$ cat config.mk
export PLATFORM = sky130hd
export DESIGN_NAME = sdram_slot_arbiter
export DESIGN_NICKNAME = d
export VERILOG_FILES = /design/src/rtl/sdram_slot_arbiter.sv
export SDC_FILE = /design/constraint.sdc
export NUM_CORES = 1
export LEC_CHECK = 0
export ABC_AREA = 1
export CORE_UTILIZATION = 44
export DETAILED_ROUTE_END_ITERATION = 7
export PLACE_DENSITY = 0.95
export SETUP_SLACK_MARGIN = 0.5
export SYNTH_ARGS = -nofsm -noshare
export SYNTH_HDL_FRONTEND = slang
export SYNTH_SLANG_ARGS = --single-unit
$ cat constraint.sdc
create_clock -name clk_64 -period 4.2 [get_ports clk_64]
set_clock_uncertainty 0.1 [all_clocks]
set_input_delay 0.42 -clock clk_64 [delete_from_list [all_inputs] [get_ports clk_64]]
set_output_delay 0.42 -clock clk_64 [all_outputs]
set_load 0.1 [all_outputs]
$ cat src/rtl/sdram_slot_arbiter.sv
// Three-client slot arbiter in front of the sdram controller: one client per clk_8 period,
// controller inputs held for the whole slot, with forced idle slots for auto-refresh.
module sdram_slot_arbiter #(
   parameter int STARVE_LIMIT = 4,
   parameter int REFRESH_MAX  = 64,
   parameter int READ_PHASE   = 6
) (
   input  logic        clk_64,
   input  logic        reset,
   input  logic        clk_8,
   input  logic        cpu_req,
   input  logic        cpu_we,
   input  logic [23:0] cpu_addr,
   input  logic [1:0]  cpu_ds,
   input  logic [15:0] cpu_din,
   output logic        cpu_ack,
   output logic [15:0] cpu_dout,
   input  logic        vid_req,
   input  logic        vid_we,
   input  logic [23:0] vid_addr,
   input  logic [1:0]  vid_ds,
   input  logic [15:0] vid_din,
   output logic        vid_ack,
   output logic [15:0] vid_dout,
   input  logic        aux_req,
   input  logic        aux_we,
   input  logic [23:0] aux_addr,
   input  logic [1:0]  aux_ds,
   input  logic [15:0] aux_din,
   output logic        aux_ack,
   output logic [15:0] aux_dout,
   output logic [23:0] mem_addr,
   output logic [15:0] mem_din,
   output logic [1:0]  mem_ds,
   output logic        mem_oe,
   output logic        mem_we,
   input  logic [15:0] mem_dout
);
   localparam int BW = $clog2(REFRESH_MAX);
   localparam int SW = $clog2(STARVE_LIMIT + 1);
   localparam logic [BW-1:0] BUSY_MAX = BW'(REFRESH_MAX - 1);
   localparam logic [SW-1:0] STARVE_MAX = SW'(STARVE_LIMIT);

   typedef enum logic [1:0] {OWN_NONE, OWN_CPU, OWN_VID, OWN_AUX} owner_t;

   logic          c8_q;
   logic [2:0]    phase_q, phase_d;
   owner_t        owner_q, owner_d, grant;
   logic [BW-1:0] busy_q, busy_d;
   logic [SW-1:0] starve_q, starve_d;
   logic          mem_oe_q, mem_oe_d, mem_we_q, mem_we_d;
   logic [23:0]   addr_q, addr_d;
   logic [15:0]   din_q, din_d;
   logic [1:0]    ds_q, ds_d;
   logic          cpu_ack_q, cpu_ack_d, vid_ack_q, vid_ack_d, aux_ack_q, aux_ack_d;
   logic [15:0]   cpu_dout_q, cpu_dout_d, vid_dout_q, vid_dout_d, aux_dout_q, aux_dout_d;
   logic          sel_we;
   logic [23:0]   sel_addr;
   logic [15:0]   sel_din;
   logic [1:0]    sel_ds;

   always_ff @(posedge clk_64) begin
      if (reset) begin
         c8_q       <= 1'b0;
         phase_q    <= 3'd0;
         owner_q    <= OWN_NONE;
         busy_q     <= '0;
         starve_q   <= '0;
         mem_oe_q   <= 1'b0;
         mem_we_q   <= 1'b0;
         addr_q     <= '0;
         din_q      <= '0;
         ds_q       <= '0;
         cpu_ack_q  <= 1'b0;
         vid_ack_q  <= 1'b0;
         aux_ack_q  <= 1'b0;
         cpu_dout_q <= '0;
         vid_dout_q <= '0;
         aux_dout_q <= '0;
      end else begin
         c8_q       <= clk_8;
         phase_q    <= phase_d;
         owner_q    <= owner_d;
         busy_q     <= busy_d;
         starve_q   <= starve_d;
         mem_oe_q   <= mem_oe_d;
         mem_we_q   <= mem_we_d;
         addr_q     <= addr_d;
         din_q      <= din_d;
         ds_q       <= ds_d;
         cpu_ack_q  <= cpu_ack_d;
         vid_ack_q  <= vid_ack_d;
         aux_ack_q  <= aux_ack_d;
         cpu_dout_q <= cpu_dout_d;
         vid_dout_q <= vid_dout_d;
         aux_dout_q <= aux_dout_d;
      end
   end

   // Refresh beats everything; a starved aux jumps ahead of cpu but never ahead of vid.
   always_comb begin
      grant = OWN_NONE;
      if (busy_q == BUSY_MAX)                     grant = OWN_NONE;
      else if (vid_req)                           grant = OWN_VID;
      else if (aux_req && starve_q >= STARVE_MAX) grant = OWN_AUX;
      else if (cpu_req)                           grant = OWN_CPU;
      else if (aux_req)                           grant = OWN_AUX;
   end

   always_comb begin
      sel_we   = cpu_we;
      sel_addr = cpu_addr;
      sel_din  = cpu_din;
      sel_ds   = cpu_ds;
      case (grant)
         OWN_VID: begin
            sel_we   = vid_we;
            sel_addr = vid_addr;
            sel_din  = vid_din;
            sel_ds   = vid_ds;
         end
         OWN_AUX: begin
            sel_we   = aux_we;
            sel_addr = aux_addr;
            sel_din  = aux_din;
            sel_ds   = aux_ds;
         end
         default: ;
      endcase
   end

   always_comb begin
      phase_d    = (clk_8 && !c8_q) ? 3'd1 : phase_q + 3'd1;
      owner_d    = owner_q;
      busy_d     = busy_q;
      starve_d   = starve_q;
      mem_oe_d   = mem_oe_q;
      mem_we_d   = mem_we_q;
      addr_d     = addr_q;
      din_d      = din_q;
      ds_d       = ds_q;
      cpu_ack_d  = 1'b0;
      vid_ack_d  = 1'b0;
      aux_ack_d  = 1'b0;
      cpu_dout_d = cpu_dout_q;
      vid_dout_d = vid_dout_q;
      aux_dout_d = aux_dout_q;
      if (phase_q == 3'd7) begin
         owner_d = grant;
         if (grant == OWN_NONE) begin
            mem_oe_d = 1'b0;
            mem_we_d = 1'b0;
            busy_d   = '0;
         end else begin
            mem_oe_d = ~sel_we;
            mem_we_d = sel_we;
            addr_d   = sel_addr;
            din_d    = sel_din;
            ds_d     = sel_ds;
            if (busy_q != BUSY_MAX) busy_d = busy_q + BW'(1);
         end
         if (!aux_req || grant == OWN_AUX)                    starve_d = '0;
         else if (grant == OWN_CPU && starve_q != STARVE_MAX) starve_d = starve_q + SW'(1);
      end
      // Only read slots update the owner's read-data register.
      if (phase_q == 3'(READ_PHASE) && mem_oe_q) begin
         case (owner_q)
            OWN_CPU: cpu_dout_d = mem_dout;
            OWN_VID: vid_dout_d = mem_dout;
            OWN_AUX: aux_dout_d = mem_dout;
            default: ;
         endcase
      end
      if (phase_q == 3'd6) begin
         cpu_ack_d = (owner_q == OWN_CPU);
         vid_ack_d = (owner_q == OWN_VID);
         aux_ack_d = (owner_q == OWN_AUX);
      end
   end

   assign mem_addr = addr_q;
   assign mem_din  = din_q;
   assign mem_ds   = ds_q;
   assign mem_oe   = mem_oe_q;
   assign mem_we   = mem_we_q;
   assign cpu_ack  = cpu_ack_q;
   assign vid_ack  = vid_ack_q;
   assign aux_ack  = aux_ack_q;
   assign cpu_dout = cpu_dout_q;
   assign vid_dout = vid_dout_q;
   assign aux_dout = aux_dout_q;
endmodule

==> Word level (Yosys, flattened, before mapping) <==
Index checks and enable logic that the tools add are counted.
{ "totals": {"regBits": 110, "latchBits": 0, "ram_bits": 0, "rom_bits": 0, "out_inout_bits": 95, "word_cells": 69, "mem_count": 0} }
{ "classes": {"add_sub_neg": 3, "multipliers": 0, "div": 0, "order_cmp": 1, "eq_ne": 11, "n_shift": 0, "mux": 16, "n_bitwise": 3, "reduce_logical": 18} }
{ "op_table": {"columns": ["cell", "n"], "rows": [
  ["$pmux W24 S2", 1],
  ["$pmux W16 S2", 1],
  ["$mux W6", 2],
  ["$reduce_and A2 Y1", 6],
  ["$mux W2", 5],
  ["$eq A2 B2 Y1 const B", 4],
  ["$add A3 B1 Y3 const B", 2],
  ["$add A6 B1 Y6 const B", 1],
  ["$eq A3 B3 Y1 const B", 2],
  ["$eq A6 B6 Y1 const B", 1],
  ["$mux W3", 2],
  ["$ne A6 B6 Y1 const B", 1],
  ["$eq A2 B1 Y1 const B", 2],
  ["$logic_and A1 B1 Y1", 4],
  ["$pmux W2 S2", 1],
  ["$reduce_bool A2 Y1", 2],
  ["$reduce_or A2 Y1", 2],
  ["$ge A3 B3 Y1 const B", 1],
  ["$mux W1", 3],
  ["$ne A3 B3 Y1 const B", 1],
  ["$not A1 Y1", 3],
  ["$logic_not A1 Y1", 2],
  ["$logic_not A2 Y1", 1],
  ["$pmux W1 S2", 1],
  ["$logic_or A1 B1 Y1", 1]
]} }

==> Depth between registers and ports, before layout <==
{ "logic_depth": {"word_depth": 9, "ltp_mapped": 11, "depth_no_buf": 11} }

==> Worst setup path before layout <==
No wires, ideal clock.
{ "synth_timing": {"path_kind": "reg-to-reg", "start": "reg mem_oe_q, in the netlist mem_oe", "end": "reg aux_dout_q[10], in the netlist aux_dout[10]", "setup_ns": 0.118, "arrival_ns": 2.052, "required_time_ns": 3.982, "path_slack_ns": 1.930, "path_stages_with_launch": 7, "path_buffers": 1, "period_less_slack_ns": 2.270, "cell_sequence": "dfxtp_1 > nand3_1 > nor2_1 > inv_1 > clkbuf_1 > nor2_1 > nor2_1"} }
{ "synth_between": {"elab_chain_cells": 2} }
{ "synth_lines": {"columns": ["item", "line", "rtl"], "rows": [
  ["start, declared", "51", "logic mem_oe_q, mem_oe_d, mem_we_q, mem_we_d;"],
  ["start signal, assigned", "86", "mem_oe_q <= mem_oe_d;"],
  ["$logic_and A1 B1 Y1", "166", "if (phase_q == 3'(READ_PHASE) && mem_oe_q) begin"],
  ["$reduce_and A2 Y1 (no line)", null, null],
  ["end signal, assigned", "96", "aux_dout_q <= aux_dout_d;"],
  ["end, declared", "56", "logic [15:0] cpu_dout_q, cpu_dout_d, vid_dout_q, vid_dout_d, aux_dout_q, aux_dout_d;"]
]} }
Every way passes these cells.
A chain may end at the register's enable or synchronous reset.

==> Worst setup path in the final report <==
{ "layout_timing": {"start": "in aux_req", "end": "reg starve_q[1]"} }
{ "layout_between": {"elab_chain_cells": 9, "word_cells_on_any_way": 14} }
{ "layout_lines": {"columns": ["item", "line", "rtl"], "rows": [
  ["start, declared", "25", "input logic aux_req,"],
  ["$mux W2", "107", "else if (aux_req) grant = OWN_AUX;"],
  ["$mux W2", "106", "else if (cpu_req) grant = OWN_CPU;"],
  ["$mux W2", "105", "else if (aux_req && starve_q >= STARVE_MAX) grant = OWN_AUX;"],
  ["$mux W2", "104", "else if (vid_req) grant = OWN_VID;"],
  ["$mux W2", "103", "if (busy_q == BUSY_MAX) grant = OWN_NONE;"],
  ["$eq A2 B2 Y1 / $eq A2 B1 Y1 (equally long branches)", "162, 163", null],
  ["$logic_or A1 B1 Y1 / $logic_and A1 B1 Y1 (equally long branches)", "162, 163", null],
  ["$reduce_bool A2 Y1 (no line)", null, null],
  ["$reduce_and A2 Y1 (no line)", null, null],
  ["end signal, assigned", "85", "starve_q <= starve_d;"],
  ["end, declared", "50", "logic [SW-1:0] starve_q, starve_d;"]
]} }
Several ways; a longest one is shown, not always the timed one.

==> insert_results.sql <==
INSERT INTO impl_metrics (metric_group, metric, value, unit) VALUES
('yosys', 'netlist.area_leader.share', '44.34', '%'),
('floorplan', 'standard_cell_row_count', '38', ''),
('cts', 'tritoncts', 'built', ''),
('setup_path', 'crit_path_start_kind', 'primary input', ''),
('worst_hold_path', 'timing.hold.worst.class', 'flip-flop to flip-flop', ''),
('layout', 'num_antenna_cells', '0', ''),
('setup_path', 'timing.rr.start', 'busy_q[0]$_SDFFE_PP0P_', ''),
('cts', 'clock_root_buffer', 'sky130_fd_sc_hd__clkbuf_16', ''),
('layout', 'layout-area-overhead-vs-synth', '55.73', '%'),
('sta', 'fmax', '350.3', 'MHz'),
('floorplan', 'area_of_the_core', '10940', 'sq um'),
('sta', 'slew_headroom', '29.31', '%'),
('worst_hold_path', 'whs_endpoint', 'mem_we$_SDFFE_PP0P_', ''),
('cts', 'number_of_buffers_inserted_during_clock_tree_synthesis', '9', ''),
('worst_hold_path', 'hold_depth', '2', ''),
('cts', 'clock_sink_count', '110', ''),
('setup_path', 'timing.reg2reg.worst_path_depth', '11', ''),
('pwr', 'power.density', '283.5', 'nW/um^2'),
('setup_path', 'setup.reg_to_reg.worst_slack', '1.50', 'ns'),
('detailed_routing', 'first_pass_iters', '5', ''),
('setup_path', 'cell_repeated_most_along_the_worst_path', 'sky130_fd_sc_hd__nand2_1', ''),
('yosys', 'yosys.area.top_type', 'sky130_fd_sc_hd__dfxtp_1', ''),
('pwr', 'power_leakage', '0.003290', 'uW'),
('worst_hold_path', 'timing.hold.worst.start', 'mem_we$_SDFFE_PP0P_', ''),
('setup_path', 'worstPathCellList', 'clkdlybuf4s50_1 > nand2_1 > nand3_2 > nand2_4 > nor2_4 > inv_1 > nand3_1 > nand2_1 > nand2_1 > nor2_1', ''),
('setup_path', 'path_buf_inv', '2', ''),
('setup_path', 'regToRegEndpoint', 'starve_q[1]$_SDFFE_PP0P_', ''),
('floorplan', 'initial_core_util', '45.41', '%'),
('layout', 'final_layout_size_suffix_gt1_share', '4.301', '%'),
('run', 'cap_violations', '0', ''),
('setup_path', 'path_delay_family', 'simple AND/OR/NAND/NOR gates', ''),
('cts', 'cts-htree-levels', '3', ''),
('grt', 'gr-usage-all-layers', '27.69', '%'),
('yosys', 'ys_top_cells_by_area', 'sky130_fd_sc_hd__dfxtp_1, sky130_fd_sc_hd__nor2_1, sky130_fd_sc_hd__nand2_1, sky130_fd_sc_hd__o21ai_0, sky130_fd_sc_hd__a21oi_1', ''),
('yosys', 'yosysSeqAreaShare', '44.34', '%'),
('yosys', 'syn_inst', '706', ''),
('layout', 'fill_cells', '854', ''),
('grt', 'global_route_wire_length_before_repair', '25160', 'um'),
('yosys', 'netlist_area', '4966', 'sq um'),
('floorplan', 'dieHeight', '108.2', 'um'),
('sta', 'tightestPinTransition', '1.058', 'ns'),
('floorplan', 'design.die.area', '11710', 'sq um'),
('layout', 'nNetsFinal', '1082', ''),
('setup_path', 'timing.critical_path.slowest_stage_cell', 'sky130_fd_sc_hd__nor2_4', ''),
('floorplan', 'dieWidth', '108.2', 'um'),
('yosys', 'yosys.cell_types.count', '34', ''),
('detailed_routing', 'detailroute.via_count', '5574', ''),
('run_status', 'run_status', 'finished, final reports clean', ''),
('cts', 'post-cts-setup-buffers', '0', ''),
('sta', 'setup-violations-final', '0', ''),
('cts', 'clkSlewWorstSetupHoldPaths', '0.08', 'ns'),
('yosys', 'syn_avg_cell_area', '7.034', 'sq um'),
('grt', 'grt_antenna_before_repair', '0', ''),
('placement', 'dpl.hpwl', '11500', 'um'),
('yosys', 'synthesis.yosys.warnings', '0', ''),
('detailed_routing', 'wire_length_reported_by_the_detailed_router', '16260', 'um'),
('cts', 'postCtsResizedCells', '0', ''),
('sta', 'grt_setup_unrepaired', 'no', ''),
('sta', 'finalHoldViolCount', '0', ''),
('yosys', 'synth-seq-cells', '110', ''),
('floorplan', 'ioPinCount', '246', ''),
('setup_path', 'worst_setup_path_end_kind', 'flip-flop', ''),
('sta', 'maxSlewViolCount', '0', ''),
('placement', 'input_output_buffers', '245', ''),
('setup_path', 'cp_data_required_time', '4.32', 'ns'),
('grt', 'grt_overflow', '0', ''),
('detailed_routing', 'drt-initial-drc-count', '346', ''),
('grt', 'pin_count_of_the_biggest_net_entering_global_routing', '59', ''),
('layout', 'final_cells', '1070', ''),
('setup_path', 'timing.critical_path.slowest_cell_delay', '0.91', 'ns'),
('setup_path', 'timing.critical_path.arrival', '2.97', 'ns');
placed cells by master (no fill, tap or decap), types with 2 or more instances in the layout:
cell type / count
sky130_fd_sc_hd__a21oi_1: 66
sky130_fd_sc_hd__a21oi_2: 2
sky130_fd_sc_hd__a22oi_1: 9
sky130_fd_sc_hd__buf_4: 4
sky130_fd_sc_hd__clkbuf_16: 9
sky130_fd_sc_hd__clkdlybuf4s50_1: 245
sky130_fd_sc_hd__dfxtp_1: 110
sky130_fd_sc_hd__ha_1: 6
sky130_fd_sc_hd__inv_1: 50
sky130_fd_sc_hd__inv_2: 3
sky130_fd_sc_hd__inv_6: 2
sky130_fd_sc_hd__inv_8: 2
sky130_fd_sc_hd__nand2_1: 121
sky130_fd_sc_hd__nand2_2: 3
sky130_fd_sc_hd__nand2_4: 2
sky130_fd_sc_hd__nand3_1: 51
sky130_fd_sc_hd__nand3_2: 2
sky130_fd_sc_hd__nand4_1: 3
sky130_fd_sc_hd__nor2_1: 125
sky130_fd_sc_hd__nor2_4: 2
sky130_fd_sc_hd__nor3_1: 2
sky130_fd_sc_hd__nor3_2: 2
sky130_fd_sc_hd__o21ai_0: 90
sky130_fd_sc_hd__o21ai_1: 4
sky130_fd_sc_hd__or2_2: 2
sky130_fd_sc_hd__xor2_1: 2
worst max path at each step:
stage | to | slack, ns | cells past startpoint
final | starve_q[1]$_SDFFE_PP0P_ | 1.35 | 10
after global routing | starve_q[1]$_SDFFE_PP0P_ | 1.13 | 10
after CTS | starve_q[1]$_SDFFE_PP0P_ | 1.34 | 10
after detailed placement | starve_q[1]$_SDFFE_PP0P_ | 0.98 | 10
after global placement | starve_q[1]$_SDFFE_PP0P_ | 1.06 | 10
after floorplan | aux_dout[10]$_SDFFE_PP0P_ | 1.93 | 6
synthesized netlist by cell type (all sizes together):
cell	number
xor2	2
clkinv	1
or2	2
o22ai	1
a21oi	68
nor3	4
and2	1
nand3b	1
nand2	126
o211ai	1
inv	53
xnor2	1
a22oi	9
ha	6
nand3	53
nor2	128
dfxtp	110
buf	21
nand4	3
o21ai	94
clkbuf	21
report_power, final:
group / internal [uW] / switching [uW] / leakage [uW] / total, uW
Sequential: 1040 / 1.83 / 0.000886 / 1050
Clock: 430 / 436 / 0.000150 / 866
Combinational: 158 / 121 / 0.00225 / 279
logic make-up after synthesis:
kind of cell               share of synthesized area, %
DFF                                               44.34
and+or+nand+nor                                   27.06
adders and majority gates                         1.512
buffers and inverters                             8.440
xor gates and xnor gates                         0.5292
AOI/OAI and AO/OA                                 18.12
metal layers:
layer	up-vias	track usage, %	wire [um]
met2	243	45.54	7669
met1	2559	33.10	6557
met5	-	0	0
li1	2728	-	-
met4	0	12.52	584
met3	44	8.439	1452
state kept, by name (all words and copies together) (netlist names):
register,flops
aux_ack,1
aux_dout,16
busy_q,6
c8_q,1
cpu_ack,1
cpu_dout,16
mem_addr,24
mem_din,16
mem_ds,2
mem_oe,1
mem_we,1
owner_q,2
phase_q,3
starve_q,3
vid_ack,1
vid_dout,16
layout make-up:
class                      count  area [sq um]  share of cell area [%]
clock buffer                   9         225.2                   2.912
clock inverter                 7         81.33                   1.052
inverter                      54         202.7                   2.621
multi-input combinational    500          2345                   30.32
sequential                   110          2202                   28.47
tap                          140         175.2                   2.265
timing repair buffer         250          2502                   32.36
per-stage QoR:
stage	util, %	setup slack, ns	total power, uW	hold WS (ns)	area, sq um
floorplan	-	1.930	1177	0.3398	4966
CTS	70.72	1.341	2205	0.3759	7734
global route	70.72	1.130	2266	0.3998	7734
global placement	67.92	1.061	1344	0.3573	7427
detailed placement	67.92	0.9849	1349	0.3651	7427
finish	70.72	1.345	2192	0.3745	7734
worst reg2reg max path: stages, from the launching register on:
cell                      delay (ns)
sky130_fd_sc_hd__dfxtp_1        0.34
sky130_fd_sc_hd__ha_1           0.22
sky130_fd_sc_hd__nand2_2        0.10
sky130_fd_sc_hd__nor2_4         0.05
sky130_fd_sc_hd__nand2_4        0.10
sky130_fd_sc_hd__nand2_4        0.29
sky130_fd_sc_hd__nor2_4         0.92
sky130_fd_sc_hd__inv_1          0.19
sky130_fd_sc_hd__nand3_1        0.12
sky130_fd_sc_hd__nand2_1        0.06
sky130_fd_sc_hd__nand2_1        0.06
sky130_fd_sc_hd__nor2_1         0.04
(Power assumes the default switching activity.)
